## config.mk

```make
export PLATFORM = sky130hd
export DESIGN_NAME = data_bus_arbiter
export DESIGN_NICKNAME = d
export VERILOG_FILES = /design/src/rtl/arb_pkg.sv /design/src/rtl/arb_hold_counter.sv /design/src/rtl/data_bus_arbiter.sv
export SDC_FILE = /design/constraint.sdc
export NUM_CORES = 1
export LEC_CHECK = 0
export ABC_AREA = 1
export CAP_MARGIN = 25
export CELL_PAD_IN_SITES_DETAIL_PLACEMENT = 2
export CELL_PAD_IN_SITES_GLOBAL_PLACEMENT = 2
export CORE_ASPECT_RATIO = 1.1
export CORE_UTILIZATION = 10
export CTS_CLUSTER_SIZE = 8
export DETAILED_ROUTE_END_ITERATION = 16
export PLACE_DENSITY_LB_ADDON = 0.3
export SYNTH_ARGS = -nofsm -noshare
export SYNTH_HDL_FRONTEND = slang
export SYNTH_SLANG_ARGS = --single-unit
export TNS_END_PERCENT = 50
```

## constraint.sdc

```tcl
create_clock -name clk -period 1.85 [get_ports clk]
set_input_delay 0.37 -clock clk [delete_from_list [all_inputs] [get_ports clk]]
set_output_delay 0.37 -clock clk [all_outputs]
set_load 0.005 [all_outputs]
```

## src/rtl/arb_pkg.sv

```systemverilog
// Shared types and constants for the two-master data bus arbiter.
package arb_pkg;

  // Hold counter width; covers MAX_HOLD up to 31.
  localparam int unsigned HOLD_W = 5;

  // FSM states; the encodings double as the owner code on the bus.
  typedef enum logic [1:0] {
    ST_IDLE = 2'b00,
    ST_OWN0 = 2'b01,
    ST_OWN1 = 2'b10
  } arb_state_e;

endpackage

```

## src/rtl/arb_hold_counter.sv

```systemverilog
// Saturating hold counter. It counts contended owned cycles and flags the terminal value MAX_HOLD-1.
module arb_hold_counter
  import arb_pkg::*;
#(
  parameter int unsigned MAX_HOLD = 16
) (
  input  logic i_clk,
  input  logic i_rst_n,
  input  logic i_clear,
  input  logic i_inc,
  output logic o_term
);

  localparam logic [HOLD_W-1:0] TERM_VAL = HOLD_W'(MAX_HOLD - 1);

  logic [HOLD_W-1:0] r_cnt;

  // A clear wins over an increment, so a new owner always starts at zero.
  always_ff @(posedge i_clk) begin
    if (!i_rst_n) begin
      r_cnt <= '0;
    end else if (i_clear) begin
      r_cnt <= '0;
    end else if (i_inc && !o_term) begin
      r_cnt <= r_cnt + HOLD_W'(1);
    end
  end

  assign o_term = (r_cnt == TERM_VAL);

endmodule

```

## src/rtl/data_bus_arbiter.sv

```systemverilog
// Round-robin arbiter with a bounded hold and owner lock for the shared data port.
// It selects between the CPU data master (m0) and the DMA/loader master (m1).
module data_bus_arbiter
  import arb_pkg::*;
#(
  parameter int unsigned MAX_HOLD = 16
) (
  input  logic        clk,
  input  logic        reset,
  input  logic        m0_req,
  input  logic        m0_lock,
  input  logic [31:0] m0_addr,
  input  logic        m0_we,
  input  logic        m0_re,
  input  logic [3:0]  m0_be,
  input  logic [31:0] m0_wdata,
  input  logic        m1_req,
  input  logic        m1_lock,
  input  logic [31:0] m1_addr,
  input  logic        m1_we,
  input  logic        m1_re,
  input  logic [3:0]  m1_be,
  input  logic [31:0] m1_wdata,
  output logic        m0_gnt,
  output logic        m1_gnt,
  output logic [31:0] m0_rdata,
  output logic [31:0] m1_rdata,
  output logic [31:0] bus_addr,
  output logic        bus_we,
  output logic        bus_re,
  output logic [3:0]  bus_be,
  output logic [31:0] bus_wdata,
  input  logic [31:0] bus_rdata,
  output logic [1:0]  owner
);

  arb_state_e r_state;
  arb_state_e w_state_nxt;
  logic       r_last_owner;   // 0 = m0, 1 = m1
  logic       w_last_owner_nxt;
  logic       w_hold_clr;
  logic       w_hold_inc;
  logic       w_hold_term;

  always_ff @(posedge clk) begin
    if (!reset) begin
      r_state      <= ST_IDLE;
      r_last_owner <= 1'b1;
    end else begin
      r_state      <= w_state_nxt;
      r_last_owner <= w_last_owner_nxt;
    end
  end

  // Ownership decision; the hold terminal only matters when the owner is unlocked and contended.
  always_comb begin
    w_state_nxt      = r_state;
    w_last_owner_nxt = r_last_owner;
    case (r_state)
      ST_IDLE: begin
        if (m0_req && m1_req) begin
          w_state_nxt = r_last_owner ? ST_OWN0 : ST_OWN1;
        end else if (m0_req) begin
          w_state_nxt = ST_OWN0;
        end else if (m1_req) begin
          w_state_nxt = ST_OWN1;
        end
      end
      ST_OWN0: begin
        if (m0_req) begin
          if (!m0_lock && m1_req && w_hold_term) begin
            w_state_nxt = ST_OWN1;
          end
        end else begin
          w_state_nxt = m1_req ? ST_OWN1 : ST_IDLE;
        end
        if (w_state_nxt != ST_OWN0) begin
          w_last_owner_nxt = 1'b0;
        end
      end
      ST_OWN1: begin
        if (m1_req) begin
          if (!m1_lock && m0_req && w_hold_term) begin
            w_state_nxt = ST_OWN0;
          end
        end else begin
          w_state_nxt = m0_req ? ST_OWN0 : ST_IDLE;
        end
        if (w_state_nxt != ST_OWN1) begin
          w_last_owner_nxt = 1'b1;
        end
      end
      default: begin
        w_state_nxt = ST_IDLE;
      end
    endcase
  end

  assign w_hold_clr = (w_state_nxt != r_state);
  assign w_hold_inc = ((r_state == ST_OWN0) && m1_req) ||
                      ((r_state == ST_OWN1) && m0_req);

  arb_hold_counter #(
    .MAX_HOLD (MAX_HOLD)
  ) u_hold (
    .i_clk   (clk),
    .i_rst_n (reset),
    .i_clear (w_hold_clr),
    .i_inc   (w_hold_inc),
    .o_term  (w_hold_term)
  );

  assign m0_gnt = (r_state == ST_OWN0);
  assign m1_gnt = (r_state == ST_OWN1);
  assign owner  = 2'(r_state);

  // Bus mux: drives zeros unless the owner is actively requesting.
  always_comb begin
    bus_addr  = '0;
    bus_we    = 1'b0;
    bus_re    = 1'b0;
    bus_be    = '0;
    bus_wdata = '0;
    if ((r_state == ST_OWN0) && m0_req) begin
      bus_addr  = m0_addr;
      bus_we    = m0_we;
      bus_re    = m0_re;
      bus_be    = m0_be;
      bus_wdata = m0_wdata;
    end else if ((r_state == ST_OWN1) && m1_req) begin
      bus_addr  = m1_addr;
      bus_we    = m1_we;
      bus_re    = m1_re;
      bus_be    = m1_be;
      bus_wdata = m1_wdata;
    end
  end

  assign m0_rdata = (r_state == ST_OWN0) ? bus_rdata : '0;
  assign m1_rdata = (r_state == ST_OWN1) ? bus_rdata : '0;

endmodule

```

# [After elaboration in Yosys (flattened, before gate mapping)]
# Cells that the tools add are included.
[totals] register_bits=8 memories=0 output_inout_bits=138 ramBits=0 word_cells=59 latch_bits=0 input_bits=178 rom_bits=0
[op_classes] multipliers=0 n_mux=28 n_shift=0 eq_ne=8 n_lt_le_gt_ge=0 add_sub_neg=1 div_mod_pow=0 n_reduce_logical=18 bitwise_logic=1
[ops] op="$mux 32" count=6
[ops] op="$mux 2" count=11
[ops] op="$logic_and 1x1->1" count=10
[ops] op="$mux 4" count=2
[ops] op="$mux 1" count=7
[ops] op="$ne 2x1->1 const B" count=3
[ops] op="$pmux 2 s3" count=1
[ops] op="$add 5x1->5 const B" count=1
[ops] op="$eq 5x4->1 const B" count=1
[ops] op="$logic_not 1->1" count=3
[ops] op="$reduce_and 3->1" count=1
[ops] op="$eq 2x1->1 const B" count=1
[ops] op="$eq 2x2->1 const B" count=1
[ops] op="$logic_not 2->1" count=1
[ops] op="$ne 2x2->1" count=1
[ops] op="$ne 2x2->1 const B" count=1
[ops] op="$pmux 1 s2" count=1
[ops] op="$reduce_bool 2->1" count=1
[ops] op="$reduce_or 2->1" count=1
[ops] op="$logic_or 1x1->1" count=1
[ops] op="$not 1->1" count=1

# [Depth between registers and ports, before layout]
# Gate-level depths: netlist of the first run.
[depth] depth_word=9 ltp_mapped=14 ltp_nobuf=14

# [Modules after synthesis]
# Synthesis of the first run repeated with hierarchy kept, for this count alone.
[hier_totals] cells_unflattened=479 hier_area_um2=2234.6
[by_module_without_submodules] module="data_bus_arbiter" n_inst=1 area_per_inst_um2=1968.1 seq_area_each_um2=60.1 cells_per_inst=442
[by_module_without_submodules] module="arb_hold_counter" n_inst=1 area_per_inst_um2=266.5 seq_area_each_um2=100.1 cells_per_inst=37

# [Worst setup path before layout of the first run]
# Ideal clock, no wire load.
[synth_timing] path_type="register -> output" startpoint="reg r_state[1], in the netlist owner[1]" endpoint="out bus_addr[0]" arrival_ns=1.436 slack_ns=0.044 required_ns=1.480 stages_incl_launch_ff=8 path_buffers=2 path_cell_list="dfxtp_1 inv_1 ha_1 buf_4 nand2_4 clkbuf_1 nand3_1 nand2_1"
[synth_between] word_cells_on_any_way=6 classes_between="2 x eq/ne; 2 x mux; 2 x reduce/logical"
[synth_rtl] element="start, declared" line="data_bus_arbiter.sv:37" text="arb_state_e r_state;"
[synth_rtl] element="start signal, assigned" line="data_bus_arbiter.sv:50" text="r_state <= w_state_nxt;"
[synth_rtl] element="$eq 2x1->1"
[synth_rtl] element="via m0_gnt" line="data_bus_arbiter.sv:24" text="output logic m0_gnt,"
[synth_rtl] element="$logic_and 1x1->1" line="data_bus_arbiter.sv:124" text="if ((r_state == ST_OWN0) && m0_req) begin"
[synth_rtl] element="$mux 32" line="data_bus_arbiter.sv:124"
[synth_rtl] element="end, declared" line="data_bus_arbiter.sv:28" text="output logic [31:0] bus_addr,"
# The timed path passes the listed nets, and every way through them passes these cells.

# [Final worst setup path of the first run]
[layout_timing] startpoint="reg r_state[1], in the netlist owner[1]" endpoint="out bus_addr[25]"
[layout_between] elab_chain_len=4 word_cells_on_any_way=6 classes_between="2 x eq/ne; 2 x mux; 2 x reduce/logical"
[layout_lines] element="$eq 2x2->1" line="data_bus_arbiter.sv:130" text="end else if ((r_state == ST_OWN1) && m1_req) begin"
[layout_lines] element="$logic_and 1x1->1" line="data_bus_arbiter.sv:130"
[layout_lines] element="$mux 32" line="data_bus_arbiter.sv:130"
[layout_lines] element="$mux 32 *" line="data_bus_arbiter.sv:124"
# Every way passes the cells marked *; elsewhere a longest branch is shown, timed or not.

==> key figures, run 1 <==
Synth
  – Synth async-reset ratio: 0%
  – Top post-synthesis cells by area: nand2_1 41%, nand3_1 19%, inv_1 14%
  – Netlist Area Pre-Place: around 2100 um2
  – Synth Warn #: 0
  – Post-synth top flop: dfxtp_1
  – Sequential share of the synthesized area: between 7 and 8%
  – Most numerous cell in the Yosys netlist: nand2_1
  – Largest area contributor in the synthesized netlist: nand2_1
  – Commonest cells in the netlist: 232 x nand2_1, 81 x nand3_1, 79 x inv_1, 27 x clkbuf_1, 10 x nor2_1
  – #FFs+latches synth: 8
  – Post-synth cell types: 23
  – Number of synthesized flops with an enable pin: 0
  – Syn_nets: 650
  – Gate Count Post-Synth: ~470
  – Synth Area per Inst: approximately 4.5 um2
  – Synth top area share: 41.2%

Placement
  – Hpwl dp: ~13000 um
  – Gpl congestion: about 0.76
  – Pre-CTS setup slack: -556 ps
  – Count of buffers from port buffering: around 320

Power and ir drop
  – P_sw: between 1 and 1.5 mW
  – Sequential power share: under 10%
  – Sw Ratio: between 30% and 40%
  – P_leak: roughly 4.0 nW
  – Logic pwr share: between 70% and 80%
  – PwrDens: 375 nW/um2
  – Clock power frac: 13.1%
  – Worst VDD drop: 0.330 mV
  – Internal power: 1.72 mW

Floorplan
  – Cell Rows: 55
  – Die Span X: 141 um
  – Core ar.: 20600 um2
  – Starting density of the core: between 10% and 20%
  – Die Ht: about 150 um
  – Num ports: between 300 and 400
  – Die ar.: roughly 22000 um2

STA
  – RSZ-0062 raised after global routing: true
  – Setup ws final: -151 ps
  – Slew @ Worst Pin: 224 ps
  – Final Setup Violations: 82
  – Worst hold slack: about 520 ps
  – Final hold vios: 0
  – Min Tclk post-route: around 2000 ps
  – Final Max Tran Viols: 0
  – Ratio of final minimum period to clock period: 108%
  – Max-slew headroom at the worst pin: a little under nine tenths
  – Final clock skew: between 0.3 and 0.4 ps
  – Fmax: 500 MHz

Setup path
  – CP Data Arrival Time: around 1600 ps
  – Reg-to-reg critical path startpoint: owner[0]
  – Crit path max-delay cell type: dfxtp_2
  – Flop-to-flop setup slack: 30 ps
  – Reg2reg end: u_hold.r_cnt[0]
  – Max stage delay on crit path: between 300 and 400 ps
  – Number of buffers and inverters on the critical path: 6
  – Max FO, Critical Path: 7
  – Critical path depth: 10
  – Crit-path cells: inv_2, ha_4, nand2_8, inv_12, buf_12, buf_12, buf_6, nand2_2, nand2_1, buf_2
  – CP delay by family, top: buffers and inverters
  – CP startpoint: owner[1]
  – Worst R2R Path Depth: 11
  – Worst EP required: 1480 ps
  – Worst Setup Start Kind: flop
  – Worst setup path end: bus_addr[25]
  – CP endpoint kind: output pin
  – Crit-path most repeated cell: buf_12
  – Crit path kind: flop to output pin

Outcome
  – Status: complete, but fails checks
  – Failing checks: negative setup slack

Worst hold path
  – Type of the worst min-delay path: flop to flop

Final layout
  – Ratio of cells with drive above 1 in the final layout: 40.5%
  – Nets: about 1.0k
  – Synth-to-layout area growth: 249%
  – Filler Cell Count: about 2.3k
  – Ant. Diodes: 0

Detailed routing
  – Via density: slightly above 4
  – Routed via count: 4551
  – Mean routed wirelength per cell: between 15 and 20 um
  – DRT Pass-1 Iters: 3
  – Drt initial violations: 76
  – Post-route ant nets: 0
  – # DRC: 0
  – WL final: roughly 21000 um

Clock tree
  – CTS max path bufs: 2
  – Clk sinks: 8
  – Worst-Skew Late Latency: approximately 230 ps
  – CTS root buf: clkbuf_16
  – Inserted Clock Buffers: 3
  – Clk slew on worst S/H paths: 40 ps
  – Cts hold-fix bufs: 0
  – CTS tree: yes
  – H-tree levels: 1

GRT
  – Busiest layer in global routing: met2
  – Gr ovfl total: 0
  – Met2 Usage GRT: between 30% and 40%
  – Grt met3 use: under 10%
  – GRT Overall Usage: 17.5%
  – Via count of the first global-routing pass: roughly 5.2k
  – Antenna violations before repair: 0
  – First-pass GRT wire length: slightly below 30000 um
  – Largest net degree at the start of global routing: 36
  – Met1 Resource Use GR: 17.7%

Flow run
  – Max cap viols: 0
==> layer usage <==
| layer | share of wire [%] | wire length (um) | vias up |
|---|---|---|---|
| met5 | 0 | 0 | - |
| met4 | 2.0 | 406 | 0 |
| met3 | 5.4 | 1110 | 28 |
| met2 | 57 | 11700 | 198 |
| met1 | 35 | 7290 | 2162 |
| li1 | - | - | 2163 |
==> metrics by stage <==
stage / area, um2 / instances / power, mW / utilization, % / setup TNS (ps)
2_1_floorplan: 2120 / 466 / 0.674 / - / 0
3_3_place_gp: 5690 / 1027 / 1.72 / 27.5 / -47400
3_5_place_dp: 5690 / 1027 / 1.77 / 27.5 / -50920
4_1_cts: 7010 / 1094 / 2.63 / 34.0 / -7820
5_1_grt: 7380 / 1103 / 2.94 / 35.8 / -10670
6_report: 7380 / 1103 / 2.77 / 35.8 / -5400
==> logic make-up (layout without fill, tap and decap cells) <==
| kind of cell | count (synthesis) | count (layout) | synth area share, % |
|---|---|---|---|
| xor+xnor | 3 | 3 | 1.24 |
| flops | 8 | 8 | 7.57 |
| fa+ha+maj | 6 | 6 | 3.55 |
| compound gates | 3 | 3 | 0.887 |
| simple gates | 333 | 333 | 65.7 |
| buf+inv | 113 | 494 | 21.1 |
==> sequential cells by signal, summed over array words and instances (netlist names) <==
register / flops
u_hold.r_cnt: 5
owner: 2
r_last_owner: 1
==> placed cells by master (no fill, tap or decap), types with 6 or more instances in the layout <==
master           instances
buf_12                  23
buf_16                  19
buf_2                   73
buf_4                   21
buf_6                   28
buf_8                    7
clkbuf_16                6
clkbuf_2                10
clkdlybuf4s15_1         30
clkdlybuf4s50_1        177
dlygate4sd2_1           17
inv_1                   75
nand2_1                158
nand2_2                 60
nand2_4                 16
nand3_1                 27
nand3_2                 44
nand3_4                 11
nor2_1                   6
==> worst min path at each step <==
stage,start,to,slack (ps),depth (start not counted)
global route,r_last_owner,r_last_owner,570,2
detailed placement,r_last_owner,r_last_owner,520,2
finish,r_last_owner,r_last_owner,520,2
CTS,r_last_owner,r_last_owner,520,2
global placement,r_last_owner,r_last_owner,500,2
floorplan,r_last_owner,r_last_owner,450,2
==> power groups by stage <==
stage	registers, mW	clock network [mW]	logic [mW]
3_3_place_gp	0.200	0	1.52
2_1_floorplan	0.201	0	0.473
5_1_grt	0.208	0.374	2.36
4_1_cts	0.203	0.368	2.06
3_5_place_dp	0.201	0	1.57
6_report	0.205	0.362	2.20
==> timing repair <==
item	4_1_cts	5_1_grt
gates resized for setup	566	139
buffers inserted	42	12
gates cloned	24	3
pin swaps	41	45
setup endpoints to repair	142	109
==> worst reg2reg max path: cells and delay by family (launching register included) <==
kind | cells | cell delay, ps
buffers and inverters | 6 | 660
AO/OA/AOI/OAI | 1 | 250
flip-flops | 1 | 380
AND/OR/NAND/NOR | 2 | 110
XOR/XNOR | 1 | 130
adder cells (fa/ha/maj) | 1 | 170
==> cell type report <==
cell class                 count  area [um2]  area share [%]
clock buffer                   3        75.1            1.02
tap                          256         320            4.34
timing repair buffer         409        4290            58.1
inverter                      82         330            4.47
sequential                     8         168            2.27
multi-input combinational    345        2200            29.8
Power figures use the tool's default switching activity.
==> run 2, diff against run 1 <==
SLEW_MARGIN = 20   (was default)
==> results of run 2 <==
No change in the layout: final DEF, timing and power equal those of run 1.
==> run 3, diff against run 2 <==
clock period = 2.45 ns   (was 1.85 ns; I/O delays follow)
==> key figures, run 3 (synthesis results as in run 1) <==
Floorplan
  – Die Ht: 155 um (unchanged)
  – Cell Rows: 55 (unchanged)
  – Num ports: 316 (unchanged)
  – Die Span X: 141 um (unchanged)
  – Core ar.: 20600 um2 (unchanged)
  – Die ar.: 21700 um2 (unchanged)
  – Starting density of the core: 10.2% (unchanged)

Setup path
  – Crit path max-delay cell type: clkdlybuf4s50_1
  – Crit-path cells: inv_2, ha_4, nand2_4, buf_12, nand3_1, nand2_1, clkdlybuf4s50_1
  – Reg2reg end: u_hold.r_cnt[0]
  – Worst R2R Path Depth: 14 (+3)
  – Worst EP required: 1960 ps (+480 ps)
  – Worst Setup Start Kind: flop
  – CP delay by family, top: buffers and inverters
  – CP endpoint kind: output pin
  – Crit path kind: flop to output pin
  – Reg-to-reg critical path startpoint: u_hold.r_cnt[1]
  – Max stage delay on crit path: 540 ps (+190 ps)
  – Number of buffers and inverters on the critical path: 3 (-3)
  – Flop-to-flop setup slack: 490 ps (+460 ps)
  – Max FO, Critical Path: 38 (+31)
  – CP Data Arrival Time: 1890 ps (+260 ps)

STA
  – Final hold vios: 0 (unchanged)
  – Fmax: 421 MHz
  – Final Max Tran Viols: 0 (unchanged)
  – Final clock skew: 1.07 ps (+0.683 ps)
  – Ratio of final minimum period to clock period: 97.0%
  – Fin Setup TNS: 0 ps (+5400 ps)
  – RSZ-0062 raised after global routing: true
  – Final Setup Violations: 0 (-100%)
  – Setup ws final: 73.6 ps (+224 ps)
  – Slew @ Worst Pin: 359 ps (+134 ps)
  – Min Tclk post-route: between 2000 and 2500 ps
  – Max-slew headroom at the worst pin: 76.1% (-9.0 points)

Final layout
  – Most common cell after layout, fill and taps aside: clkdlybuf4s50_1
  – Nets: 959 (-7.2%)
  – Final Instance Area: 5860 um2 (-21%)
  – Ant. Diodes: 0 (unchanged)
  – Synth-to-layout area growth: 177%
  – Filler Cell Count: 2488 (+6.7%)
  – Register area: 165 um2 (-1.5%)
  – Max reg flops: 5 (unchanged)
  – Most frequent cells in the layout: 301 x clkdlybuf4s50_1, 232 x nand2_1, 78 x nand3_1
  – Largest register by flop count: u_hold.r_cnt
  – Multi-input gate area: 1540 um2 (-30%)
  – Ratio of cells with drive above 1 in the final layout: 5.43% (-35 points)

Detailed routing
  – Post-route ant nets: 0 (unchanged)
  – Via density: 4.02 (-2.6%)
  – Routed via count: 4136 (-9.1%)
  – M1 WL: 5590 um (-23%)
  – WL final: 16100 um (-22%)
  – Drt initial violations: 83 (+9.2%)
  – Highest metal used: met4
  – DRT Pass-1 Iters: 4 (+1)
  – Metal3 WL: 1160 um (+4.7%)
  – # DRC: 0 (unchanged)
  – Met2 routed WL: 9190 um (-22%)
  – Mean routed wirelength per cell: 15.6 um (-16%)

Clock tree
  – Clk slew on worst S/H paths: 40 ps (about the same)
  – CTS tree: yes
  – H-tree levels: 1 (unchanged)
  – Cts hold-fix bufs: 0 (unchanged)
  – Clk sinks: 8 (unchanged)
  – CTS max path bufs: 2 (unchanged)
  – Inserted Clock Buffers: 3 (unchanged)
  – CTS root buf: clkbuf_16
  – Worst-Skew Late Latency: 230 ps (about the same)

Flow run
  – Max cap viols: 0 (unchanged)

Power and ir drop
  – P_leak: 3.06 nW (-23%)
  – PwrDens: 275 nW/um2 (-27%)
  – Worst VDD drop: 0.197 mV (-40%)
  – P_sw: 563 uW (-46%)
  – Sw Ratio: 35.0% (-2.7 points)
  – Sequential power share: 9.6% (+2.2 points)
  – Logic pwr share: 73.1% (-6.4 points)
  – Internal power: 1.05 mW (-39%)
  – Clock power frac: 17.3% (+4.2 points)

GRT
  – Largest net degree at the start of global routing: 39 (+8.3%)
  – First-pass GRT wire length: 24300 um (-17%)
  – Gr ovfl total: 0 (unchanged)
  – Antenna violations before repair: 0 (unchanged)
  – Via count of the first global-routing pass: 4678 (-9.2%)
  – GRT Overall Usage: 14.1% (-3.5 points)

Placement
  – Hpwl dp: 13000 um (-1.1%)
  – Count of buffers from port buffering: 315 (unchanged)
  – Gpl congestion: 0.757 (-0.76%)
  – Pre-CTS setup slack: -198 ps (+358 ps)
  – Placed cell areas: 5650 um2 (-0.66%)

Outcome
  – Status: completed

Worst hold path
  – Hold Path Sink: u_hold.r_cnt[3]
  – Type of the worst min-delay path: flop to flop
  – Hold_sp: u_hold.r_cnt[3]
  – Hold path depth: 2 (unchanged)
run 3: worst max-delay path by stage:
stage | from | to | cells after the start
5_1_grt | owner[1] | bus_wdata[13] | 7
3_5_place_dp | m0_req | bus_wdata[23] | 7
2_1_floorplan | owner[1] | bus_addr[0] | 7
3_3_place_gp | m1_req | bus_wdata[12] | 7
6_report | owner[1] | bus_wdata[26] | 7
4_1_cts | owner[0] | m1_rdata[28] | 6
run 3: power groups by stage:
stage	logic [mW]	clock network (mW)	registers (mW)
after floorplan	0.357	0	0.152
after global placement	1.13	0	0.152
after detailed placement	1.17	0	0.153
after CTS	1.22	0.285	0.155
after global routing	1.29	0.298	0.156
final	1.18	0.279	0.155
run 3: layout make-up:
cell class                      instances  share of cell area [%]
Tap cell                              256                    5.47
Timing Repair Buffer                  335                    58.7
Sequential cell                         8                    2.82
Inverter                               82                    5.47
Multi-Input combinational cell        345                    26.3
Clock buffer                            3                    1.28
run 3: tightest hold or removal path, delay by kind of cell (launching register included):
| family | cells | cell delay [ps] |
|---|---|---|
| flops | 1 | 340 |
| simple gates | 1 | 90 |
| xor+xnor | 1 | 70 |
run 3: metrics by stage:
step / power [mW] / hold slack [ps] / instances / utilization (%)
after floorplan: 0.509 / 449 / 466 / -
after global placement: 1.29 / 496 / 1022 / 27.4
after detailed placement: 1.32 / 528 / 1022 / 27.4
after CTS: 1.66 / 535 / 1030 / 28.5
after global routing: 1.74 / 563 / 1029 / 28.4
final: 1.61 / 542 / 1029 / 28.4
run 3: what timing repair did:
action,in CTS,in global routing
resized for setup,23,12
pin swaps,1,0
buffers inserted,2,1
setup endpoints to repair,117,81
cloned,3,0
run 3: per-layer routing:
layer / up-vias / track usage [%]
li1: 1998 / -
met1: 1956 / 13.7
met2: 174 / 30.3
met3: 8 / 3.16
met4: 0 / 1.24
met5: - / 0
